**src/rtl/m1rstseq_pkg.sv**
```systemverilog
// m1rstseq shared definitions: FSM state encoding and reset-cause codes.
// Imported by m1rstseq and m1rstseq_sync.
package m1rstseq_pkg;

    localparam logic [1:0] ST_HOLD      = 2'd0;
    localparam logic [1:0] ST_WAIT_LOCK = 2'd1;
    localparam logic [1:0] ST_RELEASE   = 2'd2;
    localparam logic [1:0] ST_RUN       = 2'd3;

    localparam logic [1:0] CAUSE_POR  = 2'd0;
    localparam logic [1:0] CAUSE_TRIG = 2'd1;
    localparam logic [1:0] CAUSE_LOCK = 2'd2;

endpackage

```
**src/rtl/m1rstseq_sync.sv**
```systemverilog
// Multi-flop synchroniser, asynchronously cleared to 0.
// Ports: clk, rst_n (async active-low), d (async in), q (synchronised out).
module m1rstseq_sync
    import m1rstseq_pkg::*;
#(
    parameter int STAGES = 2
) (
    input  logic clk,
    input  logic rst_n,
    input  logic d,
    output logic q
);

    logic [STAGES-1:0] ff;

    always_ff @(posedge clk or negedge rst_n) begin
        if (!rst_n) begin
            ff <= '0;
        end else begin
            ff <= {ff[STAGES-2:0], d};
        end
    end

    assign q = ff[STAGES-1];

endmodule

```
**src/rtl/m1rstseq.sv**
```systemverilog
// Multi-channel reset sequencer: hold, wait for PLL lock, release channels
// in index order REL_STEP apart, then release sys_rst.
// Ports: sys_clk, sys_rst_n (async), trigger_reset, pll_locked (async),
// ch_rst_n[N_CH] (active-low), sys_rst, busy.
// Option M1RSTSEQ_CAUSE_EN adds rst_cause[1:0] (0=POR, 1=trigger, 2=lock).
module m1rstseq
    import m1rstseq_pkg::*;
#(
    parameter int N_CH        = 4,
    parameter int HOLD_CYCLES = 1048575,
    parameter int REL_STEP    = 128,
    parameter int CNT_W       = 20,
    parameter int SYNC_STAGES = 2
) (
    input  logic            sys_clk,
    input  logic            sys_rst_n,
    input  logic            trigger_reset,
    input  logic            pll_locked,
    output logic [N_CH-1:0] ch_rst_n,
    output logic            sys_rst,
    output logic            busy
`ifdef M1RSTSEQ_CAUSE_EN
    ,
    output logic [1:0]      rst_cause
`endif
);

    localparam int IDX_W = $clog2(N_CH + 1);

    localparam logic [CNT_W-1:0] HOLD_LAST = CNT_W'(HOLD_CYCLES - 1);
    localparam logic [CNT_W-1:0] STEP_LAST = CNT_W'(REL_STEP - 1);
    localparam logic [IDX_W-1:0] IDX_DONE  = IDX_W'(N_CH);
    localparam logic [N_CH-1:0]  CH_ONE    = N_CH'(1);

    logic             lock_s;
    logic [1:0]       state;
    logic [CNT_W-1:0] cnt;
    logic [IDX_W-1:0] idx;
    logic             restart;

    m1rstseq_sync #(
        .STAGES(SYNC_STAGES)
    ) u_sync (
        .clk  (sys_clk),
        .rst_n(sys_rst_n),
        .d    (pll_locked),
        .q    (lock_s)
    );

    // Lock loss only matters once channels may have been released;
    // in WAIT_LOCK the block just keeps waiting.
    assign restart = trigger_reset
                   | (~lock_s & ((state == ST_RELEASE)
                               | (state == ST_RUN)));

    always_ff @(posedge sys_clk or negedge sys_rst_n) begin
        if (!sys_rst_n) begin
            state    <= ST_HOLD;
            cnt      <= '0;
            idx      <= '0;
            ch_rst_n <= '0;
            sys_rst  <= 1'b1;
            busy     <= 1'b1;
        end else if (restart) begin
            state    <= ST_HOLD;
            cnt      <= '0;
            idx      <= '0;
            ch_rst_n <= '0;
            sys_rst  <= 1'b1;
            busy     <= 1'b1;
        end else begin
            unique case (state)
                ST_HOLD: begin
                    if (cnt == HOLD_LAST) begin
                        state <= ST_WAIT_LOCK;
                        cnt   <= '0;
                    end else begin
                        cnt <= cnt + 1'b1;
                    end
                end
                ST_WAIT_LOCK: begin
                    if (lock_s) begin
                        state <= ST_RELEASE;
                        cnt   <= '0;
                        idx   <= '0;
                    end
                end
                ST_RELEASE: begin
                    if (cnt != STEP_LAST) begin
                        cnt <= cnt + 1'b1;
                    end else if (idx == IDX_DONE) begin
                        state   <= ST_RUN;
                        cnt     <= '0;
                        sys_rst <= 1'b0;
                        busy    <= 1'b0;
                    end else begin
                        ch_rst_n <= ch_rst_n | (CH_ONE << idx);
                        idx      <= idx + 1'b1;
                        cnt      <= '0;
                    end
                end
                ST_RUN: begin
                    state <= ST_RUN;
                end
                default: begin
                    state <= ST_HOLD;
                end
            endcase
        end
    end

`ifdef M1RSTSEQ_CAUSE_EN
    always_ff @(posedge sys_clk or negedge sys_rst_n) begin
        if (!sys_rst_n) begin
            rst_cause <= CAUSE_POR;
        end else if (restart) begin
            rst_cause <= trigger_reset ? CAUSE_TRIG : CAUSE_LOCK;
        end
    end
`endif

endmodule

```
**config.mk**
```make
export PLATFORM = sky130hd
export DESIGN_NAME = m1rstseq
export DESIGN_NICKNAME = d
export VERILOG_FILES = /design/src/rtl/m1rstseq_pkg.sv /design/src/rtl/m1rstseq_sync.sv /design/src/rtl/m1rstseq.sv
export SDC_FILE = /design/constraint.sdc
export NUM_CORES = 1
export LEC_CHECK = 0
export BUFFER_PORTS_ARGS = -buffer_cell sky130_fd_sc_hd__buf_2
export CORE_MARGIN = 2
export CORE_UTILIZATION = 45
export CTS_CLUSTER_DIAMETER = 120
export DETAILED_ROUTE_END_ITERATION = 10
export PLACE_DENSITY = 0.68
export SYNTH_ARGS = -nofsm -noshare
export SYNTH_HDL_FRONTEND = slang
export SYNTH_SLANG_ARGS = --single-unit
```
**constraint.sdc**
```tcl
create_clock -name sys_clk -period 4.9 [get_ports sys_clk]
set_input_delay 0.735 -clock sys_clk [delete_from_list [all_inputs] [get_ports sys_clk]]
set_output_delay 0.735 -clock sys_clk [all_outputs]
set_load 0.02 [all_outputs]
```
==> impl_metrics.sql, run 1 <==
INSERT INTO impl_metrics (metric_group, metric, value, unit) VALUES
('worst_hold_path', 'hold_path_class', 'reg2reg', ''),
('die', 'design.die.area', '0.00481', 'sq mm'),
('cts', 'cts_tree', 'built', ''),
('global_routing', 'grt_pass1_vias', '1472', ''),
('cts', 'post_cts.repair.setup_buffers', '0', ''),
('global_routing', 'grt.total_usage', '18.0', '%'),
('detailed_routing', 'drt_pre_antenna_iters', '4', ''),
('cts', 'path_clk_slew', '0.07', 'ns'),
('timing', 'period_needed', '2.35', 'ns'),
('detailed_routing', 'drt-wirelength-per-cell', '14.0', 'um'),
('worst_setup_path', 'crit_path_max_fanout', '19', ''),
('global_routing', 'grt_start_max_net_pins', '33', ''),
('synth', 'top_ff_cell_synth', 'dfrtp_1', ''),
('synth', 'synth_adder_area_share', '7.16', '%'),
('power_and_ir_drop', 'leakage', '0.894', 'nW'),
('cells_and_area', 'fill_cells', '371', ''),
('global_routing', 'met2_usage', '25.6', '%'),
('worst_setup_path', 'crit_path_start_kind', 'flip-flop', ''),
('cells_and_area', 'finalNetCount', '238', ''),
('worst_setup_path', 'timing.critical_path.to_type', 'flip-flop', ''),
('synth', 'yosys_warnings', '0', ''),
('cts', 'post_cts_resized', '0', ''),
('power_and_ir_drop', 'p_per_area', '262', 'mW/mm^2'),
('synth', 'cell_with_the_most_instances_after_synthesis', 'dfrtp_1', ''),
('synth', 'postSynthRegisterBits', '32', ''),
('cts', 'hold_buffer_count_at_cts', '0', ''),
('detailed_routing', 'initialDrtViolationCount', '141', ''),
('die', 'core_region_area', '0.00406', 'sq mm'),
('worst_setup_path', 'reg2reg_setup_slack', '2.55', 'ns'),
('synth', 'area_fraction_of_the_dominant_cell_type_after_synthesis', '40.3', '%'),
('die', 'std_cell_rows', '23', ''),
('cts', 'clock_latency_on_the_worst_skew_pair', '0.29', 'ns'),
('status', 'run_status', 'finished, final reports clean', ''),
('synth', 'synth.distinct_cells', '44', ''),
('worst_setup_path', 'critPathArrivalTime', '2.50', 'ns'),
('worst_setup_path', 'crit_type', 'reg2reg', ''),
('synth', 'simple_gate_share_of_the_synthesized_area', '27.6', '%'),
('cts', 'clock-root-buffer', 'clkbuf_8', ''),
('synth', 'synth.mux.area_fraction', '2.28', '%'),
('synth', 'synth_top_family_by_area', 'simple AND/OR/NAND/NOR gates', ''),
('detailed_routing', 'vias_per_inst', '5.71', ''),
('synth', 'asyncSetResetFlopFracSynth', '100', '%'),
('timing', 'max_clock_freq', '0.425', 'GHz'),
('timing', 'layout_worst_path_cycle_share', '48.0', '%'),
('worst_setup_path', 'r2r_cells', '7', ''),
('synth', 'syn_nets', '229', ''),
('synth', 'post_synthesis_xor_xnor_area_fraction', '4.55', '%'),
('die', 'overall_die_width', '69.4', 'um'),
('detailed_routing', 'detail-route-antenna-nets', '0', ''),
('detailed_routing', 'routed-via-count', '1565', ''),
('global_routing', 'met1_usage', '26.6', '%'),
('worst_setup_path', 'timing.critical_path.required', '5.05', 'ns'),
('power_and_ir_drop', 'worst_ir_drop_vdd', '0.181', 'mV'),
('cells_and_area', 'area_growth_syn_to_layout', '8.98', '%'),
('synth', 'synthCells', '214', ''),
('timing', 'timing.max_slew.rel_slack', '45.3', '%'),
('timing', 'setup_viol_count_final', '0', ''),
('global_routing', 'antenna_found_initial', '0', ''),
('cts', 'clock_tree.buffer_depth', '2', ''),
('global_routing', 'grt_pass1_wl', '7010', 'um'),
('global_routing', 'grt-busiest-layer', 'met1', ''),
('die', 'initial_core_util', '47.4', '%'),
('timing', 'tightest_slew', '0.816', 'ns'),
('synth', 'mean_instance_size_in_the_synthesized_netlist', '8.99', 'sq um'),
('synth', 'netlist_top_cells_count', '31 x dfrtp_1, 30 x nor2_1, 25 x nand2_1, 13 x nand3_1, 11 x ha_1', ''),
('timing', 'setup-tns-final', '0', 'ns'),
('global_routing', 'grt-ovfl-total', '0', ''),
('worst_setup_path', 'critical_path.reg2reg.startpoint', 'state[1]', ''),
('worst_setup_path', 'reg2reg_to', 'cnt[9]', ''),
('synth', 'yosys-top-cells-area', 'dfrtp_1 40%, ha_1 7.2%, nor2_1 5.9%', ''),
('worst_setup_path', 'critPathLaunch', 'state[1]', '');
[layout by cell type (no fill, tap or decap), types with 6 or more instances in the layout]
master,count
nand3_1,13
nand4_1,7
nor4_1,7
a21oi_1,7
nor3_1,6
xor2_1,9
nor2_1,30
nand2_1,25
inv_1,10
ha_1,11
dfrtp_1,31
buf_2,9
[metal layers]
metal  wire length [um]  up-vias
met3                125        7
met5                  0        -
met1               1910      755
met2               1750       23
li1                   -      780
met4                 63        0
[sequential cells by signal (all words and copies together), names as in the netlist]
name	cells
cnt	20
ch_rst_n	4
idx	3
state	2
u_sync.ff	2
busy	1
[cells by family (layout without fill, tap and decap cells)]
logic type                 Yosys count  after routing
buffers and inverters               17             27
and+or+nand+nor                    105            105
AOI/OAI and AO/OA                   35             35
adders and majority gates           11             11
muxes                                4              4
DFF                                 32             32
xor gates and xnor gates            10             10
[power breakdown]
group,total (W),internal [W],switching [W]
Clock,0.000258,0.000150,0.000107
Combinational,0.0000211,0.00000674,0.0000143
Sequential,0.000270,0.000267,0.00000312
[final cells by class]
| class | count | area (sq um) | share of cell area, % |
|---|---|---|---|
| inverter | 10 | 37.5 | 1.79 |
| tap | 50 | 62.6 | 2.99 |
| clock buffer | 5 | 68.8 | 3.28 |
| timing repair buffer | 9 | 45.0 | 2.15 |
| multi-input combinational | 165 | 1040 | 49.5 |
| sequential | 32 | 802 | 38.3 |
| clock inverter | 3 | 42.5 | 2.03 |
[worst max-delay path: stages (launching register included)]
cell and delay, ns:
dfrtp_1 0.40, inv_1 0.10, ha_1 0.26, mux2i_1 0.24, and3_1 0.67, nor2_1 0.17
a21oi_1 0.22, o311ai_0 0.15
[how the worst min path moves through the flow]
| stage | startpoint | end | slack (ns) | cells past startpoint |
|---|---|---|---|---|
| 3_5_place_dp | u_sync.ff[0] | u_sync.ff[1] | 0.36 | 0 |
| 6_report | u_sync.ff[0] | u_sync.ff[1] | 0.37 | 0 |
| 2_1_floorplan | u_sync.ff[0] | u_sync.ff[1] | 0.33 | 0 |
| 4_1_cts | u_sync.ff[0] | u_sync.ff[1] | 0.38 | 0 |
| 3_3_place_gp | u_sync.ff[0] | u_sync.ff[1] | 0.33 | 0 |
| 5_1_grt | u_sync.ff[0] | u_sync.ff[1] | 0.39 | 0 |
[per-stage QoR]
| step | setup WS, ns | instance area (sq um) | util [%] | hold slack (ns) | instances |
|---|---|---|---|---|---|
| 2_1_floorplan | 2.93 | 1920 | - | 0.331 | 214 |
| 5_1_grt | 2.29 | 2100 | 51.6 | 0.389 | 274 |
| 3_3_place_gp | 2.49 | 1980 | 48.9 | 0.333 | 266 |
| 4_1_cts | 2.57 | 2100 | 51.6 | 0.378 | 274 |
| 6_report | 2.55 | 2100 | 51.6 | 0.374 | 274 |
| 3_5_place_dp | 2.45 | 1980 | 48.9 | 0.360 | 266 |
No activity file was read; power rests on OpenSTA's default activity.
==> run 2, diff against run 1 <==
- clock period: 4.9 -> 2.3 ns (I/O delays scaled with it)
==> run 2 against run 1 <==
Effect of this change:
- clock power up 110%
- critical endpoint is now cnt[10]
- register-to-register slack worse by 2.3 ns
- clock skew up 0.0043 ns
- via count up 1.7%
- power up 110%
- design area up 4.7%
- maximum frequency up 12%
- sequential share of layout area down 1.7 points
==> impl_metrics.sql, run 2 (synthesized netlist as in run 1, its figures left out) <==
INSERT INTO impl_metrics (metric_group, metric, value, unit) VALUES
('place', 'dp_hpwl', '2920', 'um'),
('worst_setup_path', 'cp_slowest_cell', 'o31a_1', ''),
('die', 'top_level_ports', '10', ''),
('cells_and_area', 'most_common_cell_after_layout_fill_and_taps_aside', 'dfrtp_1', ''),
('cells_and_area', 'insertedDiodeCount', '0', ''),
('power_and_ir_drop', 'combPwrFrac', '4.3', '%'),
('timing', 'setup_viol_count_final', '0', ''),
('global_routing', 'grt_pass1_wl', '7130', 'um'),
('cts', 'clock_tree.buffer_depth', '2', ''),
('cells_and_area', 'final_cell_mix', '31 x dfrtp_1, 30 x nor2_1, 25 x nand2_1', ''),
('worst_hold_path', 'hold_path_class', 'in2async', ''),
('timing', 'finalHoldViolations', '0', ''),
('worst_setup_path', 'timing.critical_path.to_type', 'flip-flop', ''),
('cts', 'post_cts.repair.setup_buffers', '0', ''),
('place', 'buffer_ports.inserted', '9', ''),
('worst_setup_path', 'cp_cell_sequence', 'ha_1, nand3_2, or2_0, o31a_1, nor3_4, buf_4, nor2_1', ''),
('worst_setup_path', 'crit_path_leading_delay_family', 'simple AND/OR/NAND/NOR gates', ''),
('cts', 'clock_tree.htree_level_count', '2', ''),
('timing', 'timing.max_slew.rel_slack', '51.7', '%'),
('global_routing', 'grt_start_max_net_pins', '33', ''),
('cells_and_area', 'largest_registers', 'cnt: 20 flops, ch_rst_n: 4 flops, idx: 3 flops', ''),
('place', 'placement.setup.worst_slack', '0.207', 'ns'),
('cells_and_area', 'largest_register', 'cnt', ''),
('worst_setup_path', 'timing.critical_path.required', '2.47', 'ns'),
('timing', 'layout_worst_path_cycle_share', '91.0', '%'),
('die', 'die_height', '69.4', 'um'),
('cts', 'cts_tree', 'built', ''),
('power_and_ir_drop', 'p_sw_share', '22.2', '%'),
('die', 'overall_die_width', '69.4', 'um'),
('cells_and_area', 'flip_flop_count_of_the_largest_register_all_copies_and_words_added', '20', ''),
('worst_setup_path', 'crit_path_max_fanout', '10', ''),
('cts', 'tritoncts.num_buffers', '5', ''),
('power_and_ir_drop', 'p_per_area', '532', 'mW/mm^2'),
('cells_and_area', 'finish.utilization', '54.1', '%'),
('global_routing', 'grt-ovfl-total', '0', ''),
('detailed_routing', 'initialDrtViolationCount', '148', ''),
('cts', 'path_clk_slew', '0.08', 'ns'),
('timing', 'setup-tns-final', '0', 'ns'),
('timing', 'grt_setup_unrepaired', 'false', ''),
('detailed_routing', 'drt_pre_antenna_iters', '4', ''),
('worst_setup_path', 'critPathArrivalTime', '2.27', 'ns'),
('power_and_ir_drop', 'power', '0.00117', 'W'),
('worst_setup_path', 'maximum_single_stage_delay_on_the_critical_path', '0.46', 'ns'),
('worst_setup_path', 'crit_type', 'reg2reg', ''),
('cells_and_area', 'fill_cells', '354', ''),
('cells_and_area', 'final_cells', '287', ''),
('worst_setup_path', 'critPathLaunch', 'cnt[0]', ''),
('power_and_ir_drop', 'clock_group_share_of_total_power', '46.3', '%'),
('power_and_ir_drop', 'leakage', '0.960', 'nW'),
('timing', 'max_clock_freq', '0.478', 'GHz'),
('detailed_routing', 'drt-wirelength-per-cell', '13.9', 'um'),
('worst_setup_path', 'timing.critical_path.buf_inv', '1', ''),
('global_routing', 'grt_pass1_vias', '1562', ''),
('cts', 'hold_buffer_count_at_cts', '0', ''),
('timing', 'tightest_slew', '0.724', 'ns'),
('power_and_ir_drop', 'switching_power', '0.000259', 'W'),
('power_and_ir_drop', 'worst_ir_drop_vdd', '0.415', 'mV'),
('worst_setup_path', 'crit_path_start_kind', 'flip-flop', ''),
('cts', 'clock-sinks', '32', ''),
('die', 'core_region_area', '0.00406', 'sq mm'),
('cells_and_area', 'finalNetCount', '251', ''),
('worst_setup_path', 'critical_path.reg2reg.startpoint', 'cnt[0]', ''),
('die', 'design.die.area', '0.00481', 'sq mm'),
('place', 'placed_cells', '279', ''),
('cells_and_area', 'layout_cells_sized_above_1', '16.5', '%'),
('detailed_routing', 'routed-via-count', '1592', ''),
('timing', 'fin_skew', '0.0111', 'ns'),
('timing', 'period_needed', '2.09', 'ns'),
('detailed_routing', 'post-route-drc-count', '0', ''),
('cts', 'clock-root-buffer', 'clkbuf_8', ''),
('global_routing', 'grt.total_usage', '18.3', '%'),
('die', 'initial_core_util', '47.4', '%'),
('global_routing', 'antenna_found_initial', '0', ''),
('timing', 'maxSlewViolCount', '0', ''),
('detailed_routing', 'drt_wl_total', '3990', 'um'),
('detailed_routing', 'vias_per_inst', '5.55', ''),
('cells_and_area', 'area_growth_syn_to_layout', '14.1', '%'),
('detailed_routing', 'detail-route-antenna-nets', '0', ''),
('die', 'std_cell_rows', '23', ''),
('timing', 'setup_ws', '0.207', 'ns'),
('cts', 'post_cts_resized', '0', ''),
('power_and_ir_drop', 'seqPwrFrac', '49.4', '%'),
('place', 'gpl.final_weighted_congestion', '0.834', ''),
('power_and_ir_drop', 'intPower', '0.000907', 'W'),
('cts', 'clock_latency_on_the_worst_skew_pair', '0.29', 'ns'),
('run', 'drv_cap', '0', ''),
('status', 'run_status', 'finished, final reports clean', '');
-- run 2: layout make-up --
type,instances,area (sq um),area share (%)
clock buffer,5,68.8,3.14
tap,50,62.6,2.85
clock inverter,3,42.5,1.94
multi-input combinational,165,1040,47.3
inverter,10,37.5,1.71
sequential,32,802,36.6
timing repair buffer,22,143,6.50
-- run 2: power groups by stage --
| stage | clock network (W) | registers (W) | logic [W] |
|---|---|---|---|
| floorplan | 0 | 0.000584 | 0.0000254 |
| global placement | 0 | 0.000585 | 0.0000500 |
| detailed placement | 0 | 0.000586 | 0.0000502 |
| CTS | 0.000552 | 0.000575 | 0.0000504 |
| global route | 0.000568 | 0.000576 | 0.0000572 |
| finish | 0.000540 | 0.000576 | 0.0000499 |
-- run 2: per-layer routing --
metal,global-route usage (%),routed length (um),up-vias
li1,-,-,801
met1,26.5,2000,754
met2,27.7,1780,31
met3,3.49,149,6
met4,5.88,63,0
met5,0,0,-
-- run 2: metrics by stage --
step / hold WS (ns) / area [sq um]
global route: 0.154 / 2190
floorplan: 0.0494 / 1920
global placement: 0.334 / 2080
finish: 0.108 / 2190
CTS: 0.130 / 2190
detailed placement: 0.347 / 2080
-- run 2: worst register-to-register path, cell delays in order (launching register included) --
cell and delay (ns):
dfrtp_1 0.41, ha_1 0.22, nand3_2 0.14, or2_0 0.31, o31a_1 0.46, nor3_4 0.20, buf_4 0.19, nor2_1 0.06
-- run 2: final timing paths --
kind                           endpoint  slack (ns)  cells past startpoint
setup / recovery                cnt[10]        0.21                      7
hold / removal                   cnt[9]        0.11                      1
setup reg to reg                cnt[10]        0.21                      7
hold reg to reg            u_sync.ff[1]        0.37                      0
max in group asynchronous       cnt[18]        1.73                      1
min in group sys_clk       u_sync.ff[0]        0.16                      1
